===== config.mk =====
export PLATFORM = sky130hd
export DESIGN_NAME = btn_mode_ctrl
export DESIGN_NICKNAME = d
export VERILOG_FILES = /design/src/rtl/led_ctrl_pkg.sv /design/src/rtl/btn_debounce.sv /design/src/rtl/btn_mode_ctrl.sv
export SDC_FILE = /design/constraint.sdc
export NUM_CORES = 1
export LEC_CHECK = 0
export ABC_AREA = 1
export CORE_MARGIN = 8
export CORE_UTILIZATION = 60
export CTS_CLUSTER_SIZE = 14
export DETAILED_ROUTE_END_ITERATION = 10
export GPL_TIMING_DRIVEN = 0
export PLACE_DENSITY = 0.78
export SYNTH_ARGS = -nofsm -noshare
export SYNTH_HDL_FRONTEND = slang
export SYNTH_SLANG_ARGS = --single-unit

===== constraint.sdc =====
create_clock -name clk -period 3.6 [get_ports clk]
set_input_delay 0.9 -clock clk [delete_from_list [all_inputs] [get_ports clk]]
set_output_delay 0.9 -clock clk [all_outputs]
set_load 0.02 [all_outputs]

===== src/rtl/led_ctrl_pkg.sv =====
// Shared types and helpers for the button-driven LED blink controller.
// Holds the blink mode encoding and the per-mode tick half-period.
package led_ctrl_pkg;

  typedef enum logic [1:0] {
    MODE_OFF  = 2'b00,
    MODE_SLOW = 2'b01,
    MODE_MED  = 2'b10,
    MODE_FAST = 2'b11
  } mode_e;

  function automatic int unsigned half_period(
    input int unsigned clk_hz,
    input mode_e       m
  );
    int unsigned h;
    case (m)
      MODE_SLOW: h = clk_hz / 2;
      MODE_MED:  h = clk_hz / 4;
      MODE_FAST: h = clk_hz / 8;
      default:   h = 1;
    endcase
    // very slow clocks can divide down to zero
    if (h == 0) h = 1;
    return h;
  endfunction

endpackage


===== src/rtl/btn_debounce.sv =====
// Push-button synchronizer, debouncer and rising-edge detector.
// level follows btn_raw only after DEBOUNCE_CYCLES stable cycles.
module btn_debounce
  import led_ctrl_pkg::*;
#(
  parameter int DEBOUNCE_CYCLES = 1_000_000
) (
  input  logic clk,
  input  logic rst,
  input  logic btn_raw,
  output logic level,
  output logic rise
);

  localparam int CW =
    (DEBOUNCE_CYCLES > 1) ? $clog2(DEBOUNCE_CYCLES) : 1;
  localparam logic [CW-1:0] CNT_MAX = CW'(DEBOUNCE_CYCLES - 1);

  logic          sync1_q, sync1_d;
  logic          sync2_q, sync2_d;
  logic          level_q, level_d;
  logic          rise_q, rise_d;
  logic [CW-1:0] cnt_q, cnt_d;

  always_comb begin
    sync1_d = btn_raw;
    sync2_d = sync1_q;
    level_d = level_q;
    rise_d  = 1'b0;
    cnt_d   = '0;
    if (sync2_q != level_q) begin
      if (cnt_q == CNT_MAX) begin
        level_d = sync2_q;
        rise_d  = sync2_q;
      end else begin
        cnt_d = cnt_q + 1'b1;
      end
    end
  end

  always_ff @(posedge clk) begin
    if (rst) begin
      sync1_q <= 1'b0;
      sync2_q <= 1'b0;
      level_q <= 1'b0;
      rise_q  <= 1'b0;
      cnt_q   <= '0;
    end else begin
      sync1_q <= sync1_d;
      sync2_q <= sync2_d;
      level_q <= level_d;
      rise_q  <= rise_d;
      cnt_q   <= cnt_d;
    end
  end

  assign level = level_q;
  assign rise  = rise_q;

endmodule


===== src/rtl/btn_mode_ctrl.sv =====
// Blink-mode controller: each debounced press steps OFF/SLOW/MED/FAST,
// and a per-mode divider emits a registered tick every half-period.
module btn_mode_ctrl
  import led_ctrl_pkg::*;
#(
  parameter int CLK_HZ          = 50_000_000,
  parameter int DEBOUNCE_CYCLES = 1_000_000
) (
  input  logic       clk,
  input  logic       rst,
  input  logic       btn_raw,
  output logic [1:0] mode,
  output logic       blink_en,
  output logic       tick,
  output logic       press
);

  localparam int HMAX = (CLK_HZ / 2 > 1) ? CLK_HZ / 2 : 1;
  localparam int TW   = (HMAX > 1) ? $clog2(HMAX) : 1;

  logic          level;
  logic          rise;
  mode_e         mode_q, mode_d;
  logic [TW-1:0] cnt_q, cnt_d;
  logic [TW-1:0] half_m1;
  logic          tick_q, tick_d;

  btn_debounce #(
    .DEBOUNCE_CYCLES(DEBOUNCE_CYCLES)
  ) u_deb (
    .clk    (clk),
    .rst    (rst),
    .btn_raw(btn_raw),
    .level  (level),
    .rise   (rise)
  );

  // rise is only ever set together with an accepted high level
  assign press = rise & level;

  always_comb begin
    mode_d = mode_q;
    if (press) begin
      unique case (mode_q)
        MODE_OFF:  mode_d = MODE_SLOW;
        MODE_SLOW: mode_d = MODE_MED;
        MODE_MED:  mode_d = MODE_FAST;
        MODE_FAST: mode_d = MODE_OFF;
      endcase
    end
  end

  always_comb begin
    half_m1 = TW'(half_period(CLK_HZ, mode_q) - 1);
    cnt_d   = '0;
    tick_d  = 1'b0;
    if (press || mode_q == MODE_OFF) begin
      cnt_d = '0;
    end else if (cnt_q == half_m1) begin
      cnt_d  = '0;
      tick_d = 1'b1;
    end else begin
      cnt_d = cnt_q + 1'b1;
    end
  end

  always_ff @(posedge clk) begin
    if (rst) begin
      mode_q <= MODE_OFF;
      cnt_q  <= '0;
      tick_q <= 1'b0;
    end else begin
      mode_q <= mode_d;
      cnt_q  <= cnt_d;
      tick_q <= tick_d;
    end
  end

  assign mode     = mode_q;
  assign blink_en = (mode_q != MODE_OFF);
  assign tick     = tick_q;

endmodule


After elaboration in Yosys (flattened, before gate mapping)
Index checks and enable logic that the tools add are counted.
{"block": "totals", "reg_bits": 52, "in_bits": 3, "output_inout_bits": 5, "word_cells": 33}
{"block": "op_classes", "addsub": 3, "eq_ne": 6, "muxes": 4, "n_bitwise": 3, "n_reduce_logical": 9}
{"op": "25-bit one-hot mux with 3 select lines", "n": 1}
{"op": "32-bit logical NOT", "n": 1}
{"op": "25-bit by 1-bit adder with 25-bit output, second input constant", "n": 1}
{"op": "25-bit equality test", "n": 1}
{"op": "25-bit 2-to-1 mux", "n": 1}
{"op": "25-bit by 1-bit subtractor with 25-bit output, second input constant", "n": 1}
{"op": "20-bit by 1-bit adder with 20-bit output, second input constant", "n": 1}
{"op": "20-bit equality test, second input constant", "n": 1}
{"op": "3-bit OR reduction", "n": 3}
{"op": "2-bit one-hot mux with 4 select lines", "n": 1}
{"op": "2-bit equality test, second input constant", "n": 2}
{"op": "2-bit by 1-bit equality test with 1-bit output, second input constant", "n": 1}
{"op": "2-bit logical NOT", "n": 1}
{"op": "1-bit NOT", "n": 2}
{"op": "2-bit AND reduction", "n": 1}
{"op": "2-bit nonzero test", "n": 1}
{"op": "2-bit OR reduction", "n": 1}
{"op": "1-bit AND", "n": 1}
{"op": "1-bit logical OR", "n": 1}
{"op": "1-bit 2-to-1 mux", "n": 1}
{"op": "1-bit != test", "n": 1}

Depth between registers and ports, before layout
Gate-level depths: netlist of the first run.
{"block": "logic_depth", "word_depth": 7, "ltp_mapped": 12, "ltp_nobuf": 11}

By module
A second synthesis of the first run with hierarchy kept.
{"block": "hier_totals", "cells_unflattened": 505, "area_unflattened_um2": 3244.4}
{"mod": "btn_mode_ctrl", "instances": 1, "cells_each": 319, "area_each_um2": 1951.9, "seq_area_each_um2": 560.5}
{"mod": "btn_debounce", "instances": 1, "cells_each": 186, "area_each_um2": 1292.5, "seq_area_each_um2": 480.5}

Least setup slack after synthesis of the first run
OpenSTA, ideal clock, no wires.
{"block": "synth_timing", "kind": "reg-to-output", "start": "reg mode_q[0] (netlist: mode[0])", "end": "out blink_en", "t_arrival_ps": 1057, "required_ps": 2700, "setup_slack_ps": 1643, "path_stages_with_launch": 4, "path_buffers": 0, "path_cell_list": "dfxtp_1 -> inv_1 -> ha_1 -> inv_1"}
{"block": "synth_via", "elab_chain_cells": 1}
{"item": "start: declaration", "line_no": "btn_mode_ctrl.sv:23", "rtl": "mode_e mode_q, mode_d;"}
{"item": "start signal: assignment", "line_no": "btn_mode_ctrl.sv:73", "rtl": "mode_q <= mode_d;"}
{"item": "2-bit nonzero test", "line_no": "btn_mode_ctrl.sv:80", "rtl": "assign blink_en = (mode_q != MODE_OFF);"}
{"item": "end: declaration", "line_no": "btn_mode_ctrl.sv:13", "rtl": "output logic blink_en,"}
Every way passes these cells.

Worst setup path after layout of the first run
Ends and elaborated chain as after synthesis.

==> summary.txt, run 1 <==
Status
  – Outcome: completed

Global route
  – Antenna violations before repair: 0
  – Total track usage: 0.177
  – Congestion Overflow GR: 0
  – First-pass GRT wire length: 10400 um
  – Pin count of the biggest net entering global routing: 16
  – Number of global-route vias before repair: 2500

Worst setup path
  – Setup crit end kind: output port
  – Req. time, crit path: 2.70 ns
  – WS Path Type: reg2out
  – Worst r2r src: mode[0]$_SDFFE_PP0P_
  – CP startpoint: mode[0]$_SDFFE_PP0P_
  – Data arrival time of the critical path: 1.84 ns
  – CP Max Fanout: 8
  – Startpoint Class: flop

Routing
  – DRT Pass-1 Iters: 5
  – Wirelength per Cell: between 10 and 15 um
  – # DRC: 0
  – Total routed wirelength: 5980 um
  – Via density: 5.04
  – Via count of the routed design: approximately 2600
  – Iter 0 DRT Violations: roughly 160
  – ANT nets after route: 0

Logic synthesis
  – Top cells by instance count after synthesis: nand2_1 (130), nor2_1 (91), inv_1 (64)
  – Synthesis-stage register bit count: 52
  – Largest cells by area after synthesis: dfxtp_1 (36%), nand2_1 (17%), nor2_1 (12%)
  – YS warnings: 0
  – Top cell type's share of synthesized area: 0.363
  – Ys flop type: dfxtp_1
  – Post-Synthesis Cell Area: 2870 um2
  – EDFF count, synth: 0
  – Synth area leader: dfxtp_1
  – Syn nets: 456
  – Gate Count Post-Synth: roughly 450
  – Syn Area/Cell: about 6.4 um2
  – Count leader, synth: nand2_1
  – Ys async rst share: 0
  – Register area share after synthesis: 0.363
  – Library cells used by synthesis: 22

Placed design
  – Placed instance area: 3010 um2
  – Final HPWL DP: ~4700 um
  – I/O Buffers: 7
  – Placed Cells: about 510
  – Final GP Congestion: 0.896
  – Pre-CTS setup slack: roughly 1.2 ns

Clocking
  – Root Driver: clkbuf_8
  – H-tree levels: 2
  – Total CTS buffers: 5
  – Post-cts resize count: 0
  – Reg clk slew, reported paths: 0.09 ns
  – Hold Buf Count CTS: 0
  – CTS tree: yes
  – Largest buffer count on any clock path: 2
  – Post-CTS Setup Inserts: 0
  – Clock Latency Late Sink: 0.30 ns
  – Clock sinks: 52

Timing
  – FMAX: 364 MHz
  – Worst-Margin Slew: about 0.55 ns
  – Fin crit period: 2.74 ns
  – Fin crit share: 0.762
  – Fin. max-slew vios: 0
  – Setup Viol. Count Final: 0
  – Number of hold violations in the final report: 0
  – Setup tns final: 0 ns
  – RSZ-0062 raised after global routing: false
  – Worst slew margin: 0.633
  – Setup Skew: 0.00523 ns
  – PnR worst setup slack: approximately 0.86 ns

Die
  – DIE HEIGHT: around 85 um
  – Die Wd: 85.1 um
  – Starting density of the core: 0.615
  – Row count: 25
  – I/O pin total: 8
  – Die Area: about 7200 um2
  – Core area: 4660 um2

Final layout
  – Synth-to-layout area growth: 7.64%
  – Filler instances: 436
  – Design area: roughly 3100 um2
  – Antenna Cells: 0
  – Final Net Count: 470
  – Layout cells sized above 1: 0.0435
  – Final cell count without fillers: 514

Pwr
  – Max IR drop VDD: 0.231 mV
  – Total power: ~0.00090 W
  – PD cells: 292 nW/um2
  – Leakage: around 1.2 nW

Worst hold path
  – Hold path startpoint: u_deb.sync1_q$_SDFF_PP0_
  – Worst Hold Class: reg2reg

Job
  – Max Cap Viol: 0
[final cells by class]
| cell class | count | area, um2 | area share |
|---|---|---|---|
| repair buffers | 7 | 70.1 | 0.0227 |
| plain buffers | 5 | 37.5 | 0.0122 |
| multi-input cells | 325 | 1550 | 0.502 |
| clock buffers | 5 | 68.8 | 0.0223 |
| inverters | 64 | 240 | 0.0778 |
| clock inverters | 2 | 12.5 | 0.00405 |
| flip-flops and latches | 52 | 1040 | 0.337 |
| well taps | 54 | 67.6 | 0.0219 |
[metal layers]
| layer | track usage | vias to the layer above | routed length (um) |
|---|---|---|---|
| li1 | - | 1387 | - |
| met1 | 0.170 | 1153 | 2580 |
| met2 | 0.347 | 34 | 3100 |
| met3 | 0.0347 | 15 | 146 |
| met4 | 0.0841 | 0 | 151 |
| met5 | 0 | - | 0 |
[cells by family (layout without fill, tap and decap cells)]
logic type | count (synthesis) | count (layout) | synth area share
adders and majority gates | 7 | 7 | 0.0305
DFF | 52 | 52 | 0.363
buffers and inverters | 69 | 83 | 0.0969
and+or+nand+nor | 276 | 276 | 0.407
AOI/OAI and AO/OA | 20 | 20 | 0.0353
xor gates and xnor gates | 22 | 22 | 0.0672
[worst paths after layout]
path	endpoint	slack, ns	cells after the start
min reg2reg	u_deb.sync2_q$_SDFF_PP0_	0.41	2
max reg2reg	cnt_q[8]$_SDFF_PP0_	1.46	11
min	u_deb.sync2_q$_SDFF_PP0_	0.41	2
max	blink_en	0.86	4
[sequential cells by signal, summed over array words and instances, names as in the netlist]
name and count:
cnt_q 25, u_deb.cnt_q 20, mode 2, tick 1, u_deb.level 1, u_deb.rise 1, u_deb.sync1_q 1, u_deb.sync2_q 1
[where the power goes]
part | total [W] | switching [W] | internal (W)
clock network | 0.000315 | 0.000183 | 0.000132
registers | 0.000577 | 0.000000841 | 0.000576
logic | 0.00000828 | 0.00000478 | 0.00000350
total | 0.000900 | 0.000188 | 0.000711
[critical path, stage by stage (launching register included)]
cell and delay (ns):
dfxtp_1 0.47, inv_1 0.17, ha_1 0.23, inv_1 0.07
clkdlybuf4s50_1 0.60
[metrics by stage]
step	utilization	hold WS [ns]
floorplan	-	0.388
global placement	0.645	0.392
detailed placement	0.645	0.395
CTS	0.662	0.410
global route	0.662	0.442
finish	0.662	0.408
[layout by cell type, fill, tap and decap left out, drive strengths merged, types with 2 or more instances in the layout]
cell type	n
nand4	11
a21oi	9
nor2	97
clkbuf	5
xnor2	6
nor3	11
nand3	22
inv	64
xor2	16
o21ai	10
ha	7
nand2	131
buf	5
clkdlybuf4s50	7
nor3b	2
dfxtp	52
nand3b	2
Note: power is estimated with default switching activity, not from simulation.
==> run 2, diff against run 1 <==
==> constraint.sdc (replaced) <==
create_clock -name clk -period 2.6 [get_ports clk]
set_input_delay 0.65 -clock clk [delete_from_list [all_inputs] [get_ports clk]]
set_output_delay 0.65 -clock clk [all_outputs]
set_load 0.02 [all_outputs]
==> run 2 against run 1 <==
Net effect: final cell count did not move; die area unchanged; register-to-register slack lost 0.88 ns; via count is essentially flat; highest routed layer unchanged; hold slack stayed put.
==> summary.txt, run 2 (synthesized netlist as in run 1, its figures left out) <==
Worst setup path
  – Worst r2r src: mode[0]$_SDFFE_PP0P_ (unchanged)
  – Data arrival time of the critical path: 1.73 ns (was 1.84 ns)
  – WS Path Type: reg2out (unchanged)
  – Setup crit end kind: output port (unchanged)
  – R2R Setup Slk: 0.58 ns (was 1.46 ns)
  – CP Max Fanout: 8 (unchanged)
  – Req. time, crit path: 1.95 ns (was 2.70 ns)
  – Worst reg-to-reg path cell count: 11 (unchanged)
  – Startpoint Class: flop (unchanged)
  – Worst R2R End: cnt_q[8]$_SDFF_PP0_ (unchanged)

Routing
  – Total routed wirelength: 5980 um (about the same)
  – Met3 wire length: 144 um (was 146 um)
  – Met2 routed WL: 3100 um (about the same)
  – M1 wire length: 2580 um (unchanged)
  – Wirelength per Cell: 11.6 um (about the same)
  – ANT nets after route: 0 (unchanged)
  – Highest metal used: met4 (unchanged)
  – # DRC: 0 (unchanged)
  – DRT Pass-1 Iters: 5 (unchanged)
  – Iter 0 DRT Violations: 163 (was 164)
  – Via count of the routed design: 2588 (was 2589)
  – Via density: 5.04 (about the same)

Die
  – Starting density of the core: 0.615 (unchanged)
  – DIE HEIGHT: 85.1 um (unchanged)
  – Die Area: 7250 um2 (unchanged)
  – Core area: 4660 um2 (unchanged)
  – I/O pin total: 8 (unchanged)
  – Die Wd: 85.1 um (unchanged)
  – Row count: 25 (unchanged)

Timing
  – Setup Viol. Count Final: 0 (unchanged)
  – FMAX: 421 MHz
  – Setup tns final: 0 ns (unchanged)
  – Number of hold violations in the final report: 0 (unchanged)
  – PnR worst setup slack: 0.222 ns (was 0.856 ns)
  – Fin crit share: 0.915
  – Worst slew margin: 0.633 (unchanged)
  – Worst-Margin Slew: 0.546 ns (unchanged)
  – RSZ-0062 raised after global routing: false (unchanged)
  – Setup Skew: 0.00523 ns (unchanged)
  – Fin crit period: roughly 2.4 ns
  – Fin. max-slew vios: 0 (unchanged)

Pwr
  – Leakage: 1.19 nW (about the same)
  – PD cells: 403 nW/um2 (was 292 nW/um2)
  – Max IR drop VDD: 0.320 mV (was 0.231 mV)
  – Total power: 0.00125 W (was 0.000900 W)

Clocking
  – Clock Latency Late Sink: 0.30 ns (about the same)
  – Hold Buf Count CTS: 0 (unchanged)
  – Post-cts resize count: 0 (unchanged)
  – Reg clk slew, reported paths: 0.09 ns (about the same)
  – Clock sinks: 52 (unchanged)
  – Root Driver: clkbuf_8 (unchanged)
  – Post-CTS Setup Inserts: 0 (unchanged)
  – H-tree levels: 2 (unchanged)
  – Largest buffer count on any clock path: 2 (unchanged)
  – CTS tree: yes (unchanged)
  – Total CTS buffers: 5 (unchanged)

Global route
  – Congestion Overflow GR: 0 (unchanged)
  – Pin count of the biggest net entering global routing: 16 (unchanged)
  – Antenna violations before repair: 0 (unchanged)
  – Total track usage: 0.177 (unchanged)
  – First-pass GRT wire length: 10400 um (unchanged)
  – Number of global-route vias before repair: 2500 (unchanged)

Final layout
  – Most frequent cells in the layout: nand2_1 (130), nor2_1 (91), inv_1 (64) (unchanged)
  – Filler instances: 435 (was 436)
  – Layout cells sized above 1: 0.0457 (was 0.0435)
  – Most common cell after layout, fill and taps aside: nand2_1 (unchanged)
  – Final cell count without fillers: 514 (unchanged)
  – Final Net Count: 470 (unchanged)
  – Antenna Cells: 0 (unchanged)
  – Max FFs per register: 25 (unchanged)
  – Biggest register: cnt_q (unchanged)
  – Synth-to-layout area growth: 7.68% (was 7.64%)

Placed design
  – Final HPWL DP: 4670 um (unchanged)
  – I/O Buffers: 7 (unchanged)
  – Placed Cells: 507 (unchanged)
  – Pre-CTS setup slack: 0.421 ns (was 1.17 ns)
  – Final GP Congestion: 0.896 (unchanged)

Worst hold path
  – Worst Hold Class: reg2reg (unchanged)
  – Hold path startpoint: u_deb.sync1_q$_SDFF_PP0_ (unchanged)
  – Worst hold endpoint: u_deb.sync2_q$_SDFF_PP0_ (unchanged)
  – Hold Crit Depth: 2 (unchanged)

Job
  – Max Cap Viol: 0 (unchanged)

Status
  – Outcome: completed (unchanged)
run 2: worst max-delay path by stage:
stage | startpoint | to | slack (ns) | cells after the start
after detailed placement | mode[0]$_SDFFE_PP0P_ | blink_en | 0.42 | 4
after global placement | mode[0]$_SDFFE_PP0P_ | blink_en | 0.43 | 4
final | mode[0]$_SDFFE_PP0P_ | blink_en | 0.22 | 4
after global routing | mode[0]$_SDFFE_PP0P_ | blink_en | 0.11 | 4
after CTS | mode[0]$_SDFFE_PP0P_ | blink_en | 0.08 | 4
after floorplan | mode[0]$_SDFFE_PP0P_ | cnt_q[6]$_SDFF_PP0_ | 0.68 | 11
run 2: power by group:
group	internal (W)	leakage, nW	switching [W]
Combinational	0.00000484	0.728	0.00000662
Sequential	0.000797	0.420	0.00000116
Clock	0.000183	0.0400	0.000253
Total	0.000985	1.19	0.000261
run 2: metal layers:
metal,vias to the layer above,GRT usage
li1,1387,-
met5,-,0
met2,32,0.347
met3,15,0.0347
met4,0,0.0841
met1,1154,0.170
run 2: per-stage QoR:
| step | utilization | hold WS, ns | instance area (um2) |
|---|---|---|---|
| 6_report | 0.663 | 0.408 | 3090 |
| 4_1_cts | 0.662 | 0.410 | 3090 |
| 2_1_floorplan | - | 0.388 | 2870 |
| 3_5_place_dp | 0.645 | 0.395 | 3010 |
| 5_1_grt | 0.663 | 0.442 | 3090 |
| 3_3_place_gp | 0.645 | 0.392 | 3010 |
run 2: critical path, stage by stage (launching register included):
cell             delay, ns
dfxtp_2               0.41
inv_1                 0.13
ha_1                  0.22
inv_1                 0.07
clkdlybuf4s50_1       0.60
run 2: cell type report:
type / count / area [um2] / area share
sequential: 52 / 1040 / 0.338
tap: 54 / 67.6 / 0.0219
timing repair buffer: 7 / 70.1 / 0.0227
buffer: 5 / 37.5 / 0.0122
clock inverter: 2 / 12.5 / 0.00405
multi-input combinational: 325 / 1550 / 0.502
inverter: 64 / 240 / 0.0778
clock buffer: 5 / 68.8 / 0.0223
